### config.mk
export PLATFORM = sky130hd
export DESIGN_NAME = pipe_hazard_ctrl_flat
export DESIGN_NICKNAME = d
export VERILOG_FILES = /design/src/rtl/pipe_pkg.sv /design/src/rtl/pipe_hazard_ctrl_if.sv /design/src/rtl/pipe_fwd_match.sv /design/src/rtl/pipe_hazard_ctrl.sv /design/src/flat_wrapper.sv
export SDC_FILE = /design/constraint.sdc
export NUM_CORES = 1
export LEC_CHECK = 0
export BUFFER_PORTS_ARGS = -buffer_cell sky130_fd_sc_hd__buf_2
export CAP_MARGIN = 20
export CORE_UTILIZATION = 56
export CTS_BUF_LIST = sky130_fd_sc_hd__clkbuf_8
export DETAILED_ROUTE_END_ITERATION = 10
export PLACE_DENSITY_LB_ADDON = 0.15
export SETUP_SLACK_MARGIN = 0.15
export SKIP_CTS_REPAIR_TIMING = 1
export SLEW_MARGIN = 10
export SYNTH_ARGS = -nofsm -noshare
export SYNTH_HDL_FRONTEND = slang
export SYNTH_SLANG_ARGS = --single-unit
### constraint.sdc
create_clock -name clock -period 3 [get_ports clock]
set_input_delay 0.3 -clock clock [delete_from_list [all_inputs] [get_ports clock]]
set_output_delay 0.3 -clock clock [all_outputs]
set_load 0.05 [all_outputs]
### src/rtl/pipe_pkg.sv
// Shared types and constants for the pipeline hazard/forwarding controller.
// Scoreboard entries carry a fixed-width destination field; REG_AW must not exceed SB_DST_W.
package pipe_pkg;

  localparam int SB_DST_W    = 8;
  localparam int FWD_SEL_W   = 3;
  localparam int FWD_REGFILE = 0;

  localparam int STG_EX  = 0;
  localparam int STG_MEM = 1;
  localparam int STG_WB  = 2;

  typedef struct packed {
    logic                vld;
    logic                wr;
    logic                ld;
    logic [SB_DST_W-1:0] dst;
  } sb_entry_t;

  // Select encodes regfile (0) plus one code per tracked stage.
  function automatic int fwdSelWidth(input int nstage);
    return $clog2(nstage + 1);
  endfunction

endpackage

### src/rtl/pipe_hazard_ctrl_if.sv
// ID-stage side bundle of the hazard controller: instruction decode fields in, stall/flush/forward controls out.
interface pipe_hazard_ctrl_if #(
  parameter int REG_AW   = 5,
  parameter int BR_STAGE = 1
);

  logic              id_valid;
  logic [REG_AW-1:0] id_rs;
  logic [REG_AW-1:0] id_rt;
  logic              id_use_rs;
  logic              id_use_rt;
  logic              id_reg_write;
  logic              id_mem_read;
  logic [REG_AW-1:0] id_dst;
  logic              br_taken;

  logic                stall;
  logic                bubble_ex;
  logic [BR_STAGE+1:0] flush_vec;
  logic [2:0]          fwd_a_sel;
  logic [2:0]          fwd_b_sel;

  modport master (
    output id_valid, id_rs, id_rt, id_use_rs, id_use_rt,
           id_reg_write, id_mem_read, id_dst, br_taken,
    input  stall, bubble_ex, flush_vec, fwd_a_sel, fwd_b_sel
  );

  modport slave (
    input  id_valid, id_rs, id_rt, id_use_rs, id_use_rt,
           id_reg_write, id_mem_read, id_dst, br_taken,
    output stall, bubble_ex, flush_vec, fwd_a_sel, fwd_b_sel
  );

endinterface

### src/rtl/pipe_fwd_match.sv
// Priority matcher for one source operand against the in-flight writer scoreboard.
// Reports a load-use hazard and the forwarding select of the youngest usable writer.
module pipe_fwd_match
  import pipe_pkg::*;
#(
  parameter int NSTAGE   = 3,
  parameter int LOAD_LAT = 1,
  parameter int REG_AW   = 5,
  parameter int SEL_W    = 2
) (
  input  sb_entry_t [NSTAGE-1:0] sb,
  input  logic [REG_AW-1:0]      src,
  input  logic                   useSrc,
  input  logic                   idValid,
  output logic                   loadUse,
  output logic [SEL_W-1:0]       fwdSel
);

  logic [SB_DST_W-1:0] srcExt;
  logic [NSTAGE-1:0]   hit;

  assign srcExt = SB_DST_W'(src);

  always_comb begin
    hit = '0;
    for (int k = 0; k < NSTAGE; k++) begin
      hit[k] = sb[k].vld & sb[k].wr & (sb[k].dst == srcExt) &
               (src != '0) & useSrc & idValid;
    end
  end

  // Walk oldest to youngest so the youngest eligible writer is the last assignment.
  always_comb begin
    loadUse = 1'b0;
    fwdSel  = SEL_W'(FWD_REGFILE);
    for (int k = NSTAGE - 1; k >= 0; k--) begin
      if (hit[k] && (!sb[k].ld || k >= LOAD_LAT)) begin
        fwdSel = SEL_W'(k + 1);
      end
      if (hit[k] && sb[k].ld && k < LOAD_LAT) begin
        loadUse = 1'b1;
      end
    end
  end

endmodule

### src/rtl/pipe_hazard_ctrl.sv
// Hazard/forwarding controller beside ID: writer scoreboard over EX..WB, load-use stall, forwarding, branch flush.
// Optional HAZ_PERF_CNT_EN adds saturating stall/flush cycle counters.
module pipe_hazard_ctrl
  import pipe_pkg::*;
#(
  parameter int REG_AW   = 5,
  parameter int NSTAGE   = 3,
  parameter int LOAD_LAT = 1,
  parameter int BR_STAGE = 1
) (
  input  logic               clock,
  input  logic               reset_n,
  pipe_hazard_ctrl_if.slave  hz
`ifdef HAZ_PERF_CNT_EN
  ,
  output logic [31:0]        perf_stall_cnt,
  output logic [31:0]        perf_flush_cnt
`endif
);

  localparam int SEL_W = fwdSelWidth(NSTAGE);

  sb_entry_t [NSTAGE-1:0] sb;
  sb_entry_t              idEntry;
  logic                   loadUseA;
  logic                   loadUseB;
  logic                   hazStall;
  logic [SEL_W-1:0]       selA;
  logic [SEL_W-1:0]       selB;

  // Writes to r0 are architecturally void, so they never enter the scoreboard as writers.
  always_comb begin
    idEntry = '0;
    if (hz.id_valid) begin
      idEntry.vld = 1'b1;
      idEntry.wr  = hz.id_reg_write && (hz.id_dst != '0);
      idEntry.ld  = hz.id_mem_read;
      idEntry.dst = SB_DST_W'(hz.id_dst);
    end
  end

  pipe_fwd_match #(
    .NSTAGE   (NSTAGE),
    .LOAD_LAT (LOAD_LAT),
    .REG_AW   (REG_AW),
    .SEL_W    (SEL_W)
  ) u_match_rs (
    .sb      (sb),
    .src     (hz.id_rs),
    .useSrc  (hz.id_use_rs),
    .idValid (hz.id_valid),
    .loadUse (loadUseA),
    .fwdSel  (selA)
  );

  pipe_fwd_match #(
    .NSTAGE   (NSTAGE),
    .LOAD_LAT (LOAD_LAT),
    .REG_AW   (REG_AW),
    .SEL_W    (SEL_W)
  ) u_match_rt (
    .sb      (sb),
    .src     (hz.id_rt),
    .useSrc  (hz.id_use_rt),
    .idValid (hz.id_valid),
    .loadUse (loadUseB),
    .fwdSel  (selB)
  );

  // A taken branch kills the stalled instruction anyway, so the flush overrides the stall.
  assign hazStall     = (loadUseA | loadUseB) & ~hz.br_taken;
  assign hz.stall     = hazStall;
  assign hz.bubble_ex = hazStall;
  assign hz.flush_vec = {(BR_STAGE + 2){hz.br_taken & reset_n}};
  assign hz.fwd_a_sel = FWD_SEL_W'(selA);
  assign hz.fwd_b_sel = FWD_SEL_W'(selB);

  always_ff @(posedge clock or negedge reset_n) begin
    if (!reset_n) begin
      sb <= '0;
    end else begin
      sb[STG_EX] <= (hazStall || hz.br_taken) ? '0 : idEntry;
      for (int k = 1; k < NSTAGE; k++) begin
        sb[k] <= (hz.br_taken && k < BR_STAGE) ? '0 : sb[k-1];
      end
    end
  end

`ifdef HAZ_PERF_CNT_EN
  always_ff @(posedge clock or negedge reset_n) begin
    if (!reset_n) begin
      perf_stall_cnt <= '0;
      perf_flush_cnt <= '0;
    end else begin
      if (hazStall && (perf_stall_cnt != 32'hFFFF_FFFF)) begin
        perf_stall_cnt <= perf_stall_cnt + 32'd1;
      end
      if (hz.br_taken && (perf_flush_cnt != 32'hFFFF_FFFF)) begin
        perf_flush_cnt <= perf_flush_cnt + 32'd1;
      end
    end
  end
`endif

endmodule

### src/flat_wrapper.sv
// flat-port wrapper written by rule: the top's interface ports become plain ports
module pipe_hazard_ctrl_flat import pipe_pkg::*;
#(
  parameter int REG_AW   = 5,
  parameter int NSTAGE   = 3,
  parameter int LOAD_LAT = 1,
  parameter int BR_STAGE = 1
)
  (clock, reset_n, hz_id_valid, hz_id_rs, hz_id_rt, hz_id_use_rs, hz_id_use_rt, hz_id_reg_write, hz_id_mem_read, hz_id_dst, hz_br_taken, hz_stall, hz_bubble_ex, hz_flush_vec, hz_fwd_a_sel, hz_fwd_b_sel);
  pipe_hazard_ctrl_if #(.REG_AW(REG_AW), .BR_STAGE(BR_STAGE)) hz_i ();
  input  logic clock;
  input  logic reset_n;
  input wire logic [$bits(hz_i.id_valid)-1:0] hz_id_valid;
  input wire logic [$bits(hz_i.id_rs)-1:0] hz_id_rs;
  input wire logic [$bits(hz_i.id_rt)-1:0] hz_id_rt;
  input wire logic [$bits(hz_i.id_use_rs)-1:0] hz_id_use_rs;
  input wire logic [$bits(hz_i.id_use_rt)-1:0] hz_id_use_rt;
  input wire logic [$bits(hz_i.id_reg_write)-1:0] hz_id_reg_write;
  input wire logic [$bits(hz_i.id_mem_read)-1:0] hz_id_mem_read;
  input wire logic [$bits(hz_i.id_dst)-1:0] hz_id_dst;
  input wire logic [$bits(hz_i.br_taken)-1:0] hz_br_taken;
  output wire logic [$bits(hz_i.stall)-1:0] hz_stall;
  output wire logic [$bits(hz_i.bubble_ex)-1:0] hz_bubble_ex;
  output wire logic [$bits(hz_i.flush_vec)-1:0] hz_flush_vec;
  output wire logic [$bits(hz_i.fwd_a_sel)-1:0] hz_fwd_a_sel;
  output wire logic [$bits(hz_i.fwd_b_sel)-1:0] hz_fwd_b_sel;
  assign hz_i.id_valid = hz_id_valid;
  assign hz_i.id_rs = hz_id_rs;
  assign hz_i.id_rt = hz_id_rt;
  assign hz_i.id_use_rs = hz_id_use_rs;
  assign hz_i.id_use_rt = hz_id_use_rt;
  assign hz_i.id_reg_write = hz_id_reg_write;
  assign hz_i.id_mem_read = hz_id_mem_read;
  assign hz_i.id_dst = hz_id_dst;
  assign hz_i.br_taken = hz_br_taken;
  assign hz_stall = hz_i.stall;
  assign hz_bubble_ex = hz_i.bubble_ex;
  assign hz_flush_vec = hz_i.flush_vec;
  assign hz_fwd_a_sel = hz_i.fwd_a_sel;
  assign hz_fwd_b_sel = hz_i.fwd_b_sel;
  pipe_hazard_ctrl #(.REG_AW(REG_AW), .NSTAGE(NSTAGE), .LOAD_LAT(LOAD_LAT), .BR_STAGE(BR_STAGE)) u_core (.clock(clock), .reset_n(reset_n), .hz(hz_i));
endmodule
* Yosys cells after proc, flatten, opt, wreduce, memory -nomap -nowiden
Cells that the tools add are included.
** Storage, ports and cells
- Register bits after elaboration :: 31
- Output and inout bits :: 11
- Input bits :: 23
- Logic and storage cells :: 67
** Cells by class
- Reduce and logical (&&, ||, !) cells :: 10
- Multiplexer cells :: 10
- Equal/unequal tests :: 6
- Bitwise operators :: 31
** Operators with widths (number)
- == test 8 x 5 -> 1 bit :: 6
- bitwise AND 1 bit :: 29
- two-way mux 11 bit :: 2
- nonzero test 5 bit :: 3
- two-way mux 2 bit :: 6
- logical AND 1 bit :: 5
- two-way mux 1 bit :: 2
- logical NOT 1 bit :: 1
- logical OR 1 bit :: 1
- inverter 1 bit :: 1
- bitwise OR 1 bit :: 1

* Longest topological paths before layout
Gate-level depths: netlist of the first run.
- Depth after elaboration :: 11
- Depth in mapped cells :: 6
- Depth with buffers taken out :: 5

* Hierarchy
A second synthesis of the first run with hierarchy kept.
** Unflattened totals
- Cell total of the unflattened synthesis :: 112
- Area, all modules :: 1255.0 um^2
** By module, submodules not included
- pipe_hazard_ctrl :: sequential area each 600.6 um^2, times used 1, cells each 42, area an instance 742.0 um^2
- pipe_fwd_match :: sequential area each 0.0 um^2, times used 2, cells each 35, area an instance 256.5 um^2

* Worst setup path after synthesis of the first run
No wires, ideal clock.
- Path kind :: reg2out
- Start :: reg u_core.sb[0] (netlist name)
- End :: out hz_fwd_b_sel[0]
- Path slack :: 0.438 ns
- Path buffers :: 0
- Arrival time :: 2.262 ns
- Required time :: 2.700 ns
- Cell stages (with the launch flop) :: 5
- Cell sequence :: dfrtp_1 xnor2_1 nand4_1 or4_4 o21ai_0
** On the way
- Word-level cells in the longest chain between the ends :: 7
** RTL lines
- == test 8 x 5 -> 1 bit :: line pipe_fwd_match.sv:27 : hit[k] = sb[k].vld & sb[k].wr & (sb[k].dst == srcExt) &
- bitwise AND 1 bit (2 in series) :: line pipe_fwd_match.sv:27
- bitwise AND 1 bit (2 in series) :: line pipe_fwd_match.sv:28 : (src != '0) & useSrc & idValid;
- logical AND 1 bit :: line pipe_fwd_match.sv:37 : if (hit[k] && (!sb[k].ld || k >= LOAD_LAT)) begin
- two-way mux 2 bit :: line pipe_fwd_match.sv:37
- end: declaration :: line flat_wrapper.sv:26 : output wire logic [$bits(hz_i.fwd_b_sel)-1:0] hz_fwd_b_sel;
No other way between the ends.

* Final worst setup path of the first run
- Start :: reg u_core.sb[1] (netlist name)
- End :: out hz_bubble_ex
** On the way
- Word-level cells in the longest chain between the ends :: 9
- Elaborated cells on any way between the ends :: 16
- Those cells by class :: eq/ne (2); mux (2); bitwise (10); reduce/logical (2)
** RTL lines
- == test 8 x 5 -> 1 bit :: line pipe_fwd_match.sv:27
- bitwise AND 1 bit (2 in series) :: line pipe_fwd_match.sv:27
- bitwise AND 1 bit (2 in series) :: line pipe_fwd_match.sv:28
- logical AND 1 bit :: line pipe_fwd_match.sv:40 : if (hit[k] && sb[k].ld && k < LOAD_LAT) begin
- two-way mux 1 bit :: line pipe_fwd_match.sv:40
- bitwise OR 1 bit * :: line pipe_hazard_ctrl.sv:71 : assign hazStall = (loadUseA | loadUseB) & ~hz.br_taken;
- bitwise AND 1 bit * :: line pipe_hazard_ctrl.sv:71
- end: declaration :: line flat_wrapper.sv:23 : output wire logic [$bits(hz_i.bubble_ex)-1:0] hz_bubble_ex;
Mark *: on every way between the ends. The rest lies on a longest branch, timed or not.

==> results.md, run 1 <==
* Status: complete, but fails checks
* Failing checks: negative hold slack
* Slew Viols, Final at 0
* Arrival time worst endpoint at between 2 and 2.5 ns
* DRT Wirelength at 2250 µm
* Min Tclk post-route at ~2.6 ns
* Final #Nets at between 150 and 200
* Crit path launch type: flip-flop
* First-pass GRT wire length at 3540 µm
* Final RePlAce weighted congestion at 0.862
* Die W at 47.1 µm
* Worst-path maximum fanout at 9
* DRT iter0 DRCs at 17
* Hold Path Class: in2async
* #FFs+latches synth at 22
* Gr usage total at 0.241
* EDFF count, synth at 0
* Largest net degree at the start of global routing at 24
* Final period util at 0.854
* Area share of the leading cell type in the synthesized netlist at 0.482
* Layout area overhead at 19.3%
* Commonest non-fill, non-tap cell in the layout: buf_2
* Top Registers: u_core.sb: 22 flops
* Area leader, netlist: dfrtp_1
* Req. time, crit path at roughly 2.7 ns
* Setup Skew at between 0.006 and 0.007 ns
* Initial Util at 0.627
* Endpoints failing setup at 0
* Final setup TNS at 0 ns
* Final Hold Slack at -0.0187 ns
* Fillers at 142
* Die height at between 40 and 50 µm
* CTS sink count at 22
* RSZ-0062 raised after global routing: false
* Post-Syn Area at 0.00114 mm²
* Routed Antenna Nets at 0
* Most used DFF post-synth: dfrtp_1
* Core area at approximately 0.0018 mm²
* Avg Vias per Cell at approximately 5.5
* First-pass DRT Iterations at 4
* GRT Residual Overflow at 0
* Cts bufs inserted at 3
* Initial antenna violation count at 0
* Die footprint at around 0.0022 mm²
* Worst Setup End Kind: output pin
* H-tree Lvls at 1
* Share of cells above drive strength 1 at 0.270
* Clock Tree Buf Depth at 2
* Residual DRC at 0
* Yosys warns at 0
* Routed vias at 888
* Synthesized area per cell at ~11 µm²
* Clk slew on worst S/H paths at ~0.080 ns
* Vias in the first global route at around 830
* Most frequent cells in the layout: buf_2 (31), dfrtp_1 (22), xnor2_1 (16)
* Synth unique cells at 27
* CP Class: reg2out
* Root Driver: clkbuf_8
* Post-synth ARST share at 1.00
* ANT cells at 0
* Sequential cell area fraction in the yosys report at 0.482
* CTS tree: done
* Cells after synthesis at around 110
* Detailed Place HPWL at approximately 1800 µm
* Clk_lat worst skew at 0.26 ns
* Worst IR Drop VDD at 371 µV
* Pwr dens at between 400 and 500 mW/mm²
* LEAKAGE at slightly below 0.7 nW
* Top reg by flops: u_core.sb
* MaxCap Viol Count at 0
* Area contributors post-synth: dfrtp_1 (48%), xnor2_1 (12%), xor2_1 (11%)
* Row cnt at 15
* Max reg flops at 22
* FMAX at just under 400 MHz
* Drt wl/cell at about 14 µm
* IO Pins at 34
* Total power at between 600 and 700 µW
* PortBufs at 31
* Final hold vios at 22
report_power, final:
part           total (mW)  internal, mW  leakage (nW)  switching [mW]
Sequential          0.319         0.308         0.294          0.0108
Clock               0.270         0.178        0.0357          0.0921
Combinational      0.0897        0.0365         0.345          0.0532
Total               0.679         0.523         0.675           0.156
synthesized netlist by cell type, types with 2 or more instances:
cell type   n
nor3_1      2
nand3_1     5
and3_1      2
nor4_1      3
xor2_1     14
or4_1       2
buf_4       5
nor2b_1     2
nand2_1     7
nand4_1     3
o211ai_1    2
dfrtp_1    22
xnor2_1    16
nor2_1      9
worst max-delay path, stage by stage, from the launching register on:
cell,delay [ns]
dfrtp_1,0.42
xnor2_1,0.20
nand4_1,0.14
or4_4,0.54
a21boi_4,0.27
and2b_1,0.17
buf_2,0.26
kinds of logic after synthesis:
logic type,share of synthesized area
xor+xnor,0.230
buf+inv,0.0362
compound gates,0.0636
simple gates,0.184
flops,0.482
other cells,0.00329
final cells by class:
cell class	count	area [µm²]	area share
clock buffers	3	41.3	0.0303
clock inverters	1	30.0	0.0221
multi-input cells	80	553	0.406
flip-flops and latches	22	551	0.404
well taps	25	31.3	0.0230
repair buffers	31	155	0.114
metal layers:
layer  wire, µm  global-route usage
met1        961               0.292
met2       1070               0.408
met3        171              0.0346
met4         51               0.137
met5          0                   0
worst paths after layout:
kind | startpoint | endpoint | slack, ns | cells past startpoint
max | u_core.sb[1] | hz_bubble_ex | 0.44 | 6
min | reset_n | u_core.sb[9] | -0.02 | 1
max reg2reg | u_core.sb[1] | u_core.sb[4] | 1.23 | 5
min reg2reg | u_core.sb[10] | u_core.sb[21] | 0.38 | 0
max in group asynchronous | reset_n | u_core.sb[22] | 2.69 | 1
min in group clock | hz_id_mem_read | u_core.sb[8] | 0.25 | 3
per-stage QoR:
step                worst slack [ns]  instance area [µm²]  cells  utilization  hold slack [ns]
CTS                            0.436                 1360    162        0.748         -0.00456
floorplan                      0.438                 1140    108            -          0.00441
detailed placement             0.734                 1290    158        0.709            0.282
finish                         0.439                 1360    162        0.748          -0.0187
global placement               0.783                 1290    158        0.709            0.270
global route                   0.334                 1360    162        0.748           0.0125
Power figures use the tool's default switching activity.
==> inputs of run 2 (changes only) <==
Settings changed: CELL_PAD_IN_SITES_DETAIL_PLACEMENT set to 1, CELL_PAD_IN_SITES_GLOBAL_PLACEMENT set to 2, CORE_ASPECT_RATIO set to 1.4, CORE_UTILIZATION 56 to 35.
==> run 2 against run 1 <==
The flow now finishes without violations. Final area increased by 1.8%. Worst hold slack improved by 0.062 ns. Clock skew shrank 0.0025 ns. Critical path depth did not move. Clock power increased by 3%. Fmax grew 0.56%. Sequential cell count stayed put. Sequential share of layout area decreased by 0.73 points. Non-clock buffer count increased by 1. Largest power group unchanged.
==> results.md, run 2 (synthesis results as in run 1) <==
* Status: complete, no violations
* Initial antenna violation count at 0
* Clk_lat worst skew at roughly 0.27 ns
* H-tree Lvls at 1
* LEAKAGE at ~0.68 nW
* Core area at 0.00312 mm²
* Avg Vias per Cell at 4.95
* Cts bufs inserted at 3
* Commonest non-fill, non-tap cell in the layout: buf_2
* CTS sink count at 22
* M2 GR Usage at 0.342
* Vias in the first global route at around 1000
* Gr usage total at 0.190
* IO Pins at 34
* Pwr dens at 498 mW/mm²
* Most frequent cells in the layout: buf_2 (31), dfrtp_1 (22), xnor2_1 (16)
* Reg2Reg Depth at 5
* Routed vias at 877
* Drt wl/cell at around 16 µm
* Crit path launch type: flip-flop
* GRT busiest layer: met2
* Final RePlAce weighted congestion at approximately 0.80
* Top Registers: u_core.sb: 22 flops
* RSZ-0062 raised after global routing: false
* FF-to-FF Start: u_core.sb[1]
* Worst Setup End Kind: output pin
* CP Class: reg2out
* Area after DPL at around 0.0013 mm²
* DRT Wirelength at 2790 µm
* PortBufs at 31
* MaxCap Viol Count at 0
* Initial Util at 0.365
* First-pass DRT Iterations at 3
* Cells after DPL at 173
* Final WS setup at 0.453 ns
* FMAX at about 400 MHz
* GRT met1 Usage at 0.226
* Die W at 50.3 µm
* Top reg by flops: u_core.sb
* Final period util at 0.849
* Final #Nets at 162
* Fin area at approximately 0.0014 mm²
* Row cnt at 24
* Endpoints failing setup at 0
* Final Non-Filler Cells at 177
* Die footprint at between 0.003 and 0.004 mm²
* Clock Tree Buf Depth at 2
* Worst IR Drop VDD at between 200 and 300 µV
* Setup Skew at 0.00447 ns
* Root Driver: clkbuf_8
* Worst-path maximum fanout at 9
* DRT iter0 DRCs at 3
* ANT cells at 0
* Pre-CTS setup slack at 0.689 ns
* Hold Path Class: in2async
* Residual DRC at 0
* Min Tclk post-route at between 2 and 3 ns
* Layout area overhead at 21.5%
* Detailed Place HPWL at between 2000 and 2500 µm
* Largest net degree at the start of global routing at 23
* Final setup TNS at 0 ns
* CTS tree: done
* Arrival time worst endpoint at between 2 and 2.5 ns
* Die height at ~70 µm
* Clk slew on worst S/H paths at 0.08 ns
* Worst R2R Setup Slack at ~1.3 ns
* Routed Antenna Nets at 0
* Max reg flops at 22
* Reg2reg end: u_core.sb[4]
* Final hold vios at 0
* Share of cells above drive strength 1 at 0.275
* First-pass GRT wire length at just under 5000 µm
* Final Hold Slack at 0.0432 ns
* Slew Viols, Final at 0
* Req. time, crit path at about 2.7 ns
* GRT Residual Overflow at 0
* Grt met3 use at 0.0132
run 2: critical path, stage by stage, from the launching register on:
cell and delay (ns):
dfrtp_1 0.43, xnor2_1 0.19, nand4_1 0.12, or4_4 0.53, a21boi_4 0.27, and2b_1 0.18, buf_2 0.26
run 2: report_power, final:
part	internal [mW]	switching [mW]	total (mW)
clock	0.178	0.100	0.279
combinational	0.0374	0.0558	0.0932
sequential	0.308	0.0108	0.319
total	0.524	0.167	0.691
run 2: worst max path at each step:
stage	start	to	slack [ns]	cells after the start
4_1_cts	u_core.sb[1]	hz_stall	0.44	6
2_1_floorplan	u_core.sb[0]	hz_fwd_b_sel[0]	0.44	4
3_5_place_dp	hz_id_rt[3]	hz_stall	0.69	7
3_3_place_gp	hz_id_rt[3]	hz_stall	0.71	7
5_1_grt	u_core.sb[1]	hz_stall	0.36	6
6_report	u_core.sb[1]	hz_stall	0.45	6
run 2: per-stage QoR:
step	power [mW]	utilization
floorplan	0.378	-
global placement	0.418	0.421
detailed placement	0.420	0.421
CTS	0.696	0.444
global route	0.716	0.444
finish	0.691	0.444
run 2: layer usage:
metal	vias to the layer above	wire, µm
met5	-	0
met4	0	47
met3	5	69
met2	24	1620
met1	430	1050
li1	418	-
run 2: cell type report:
class / count / area, µm²
Clock buffer: 3 / 41.3
Fill cell: 381 / 1740
Tap cell: 39 / 48.8
Timing Repair Buffer: 32 / 163
Sequential cell: 22 / 551
Multi-Input combinational cell: 80 / 553
Clock inverter: 1 / 30.0
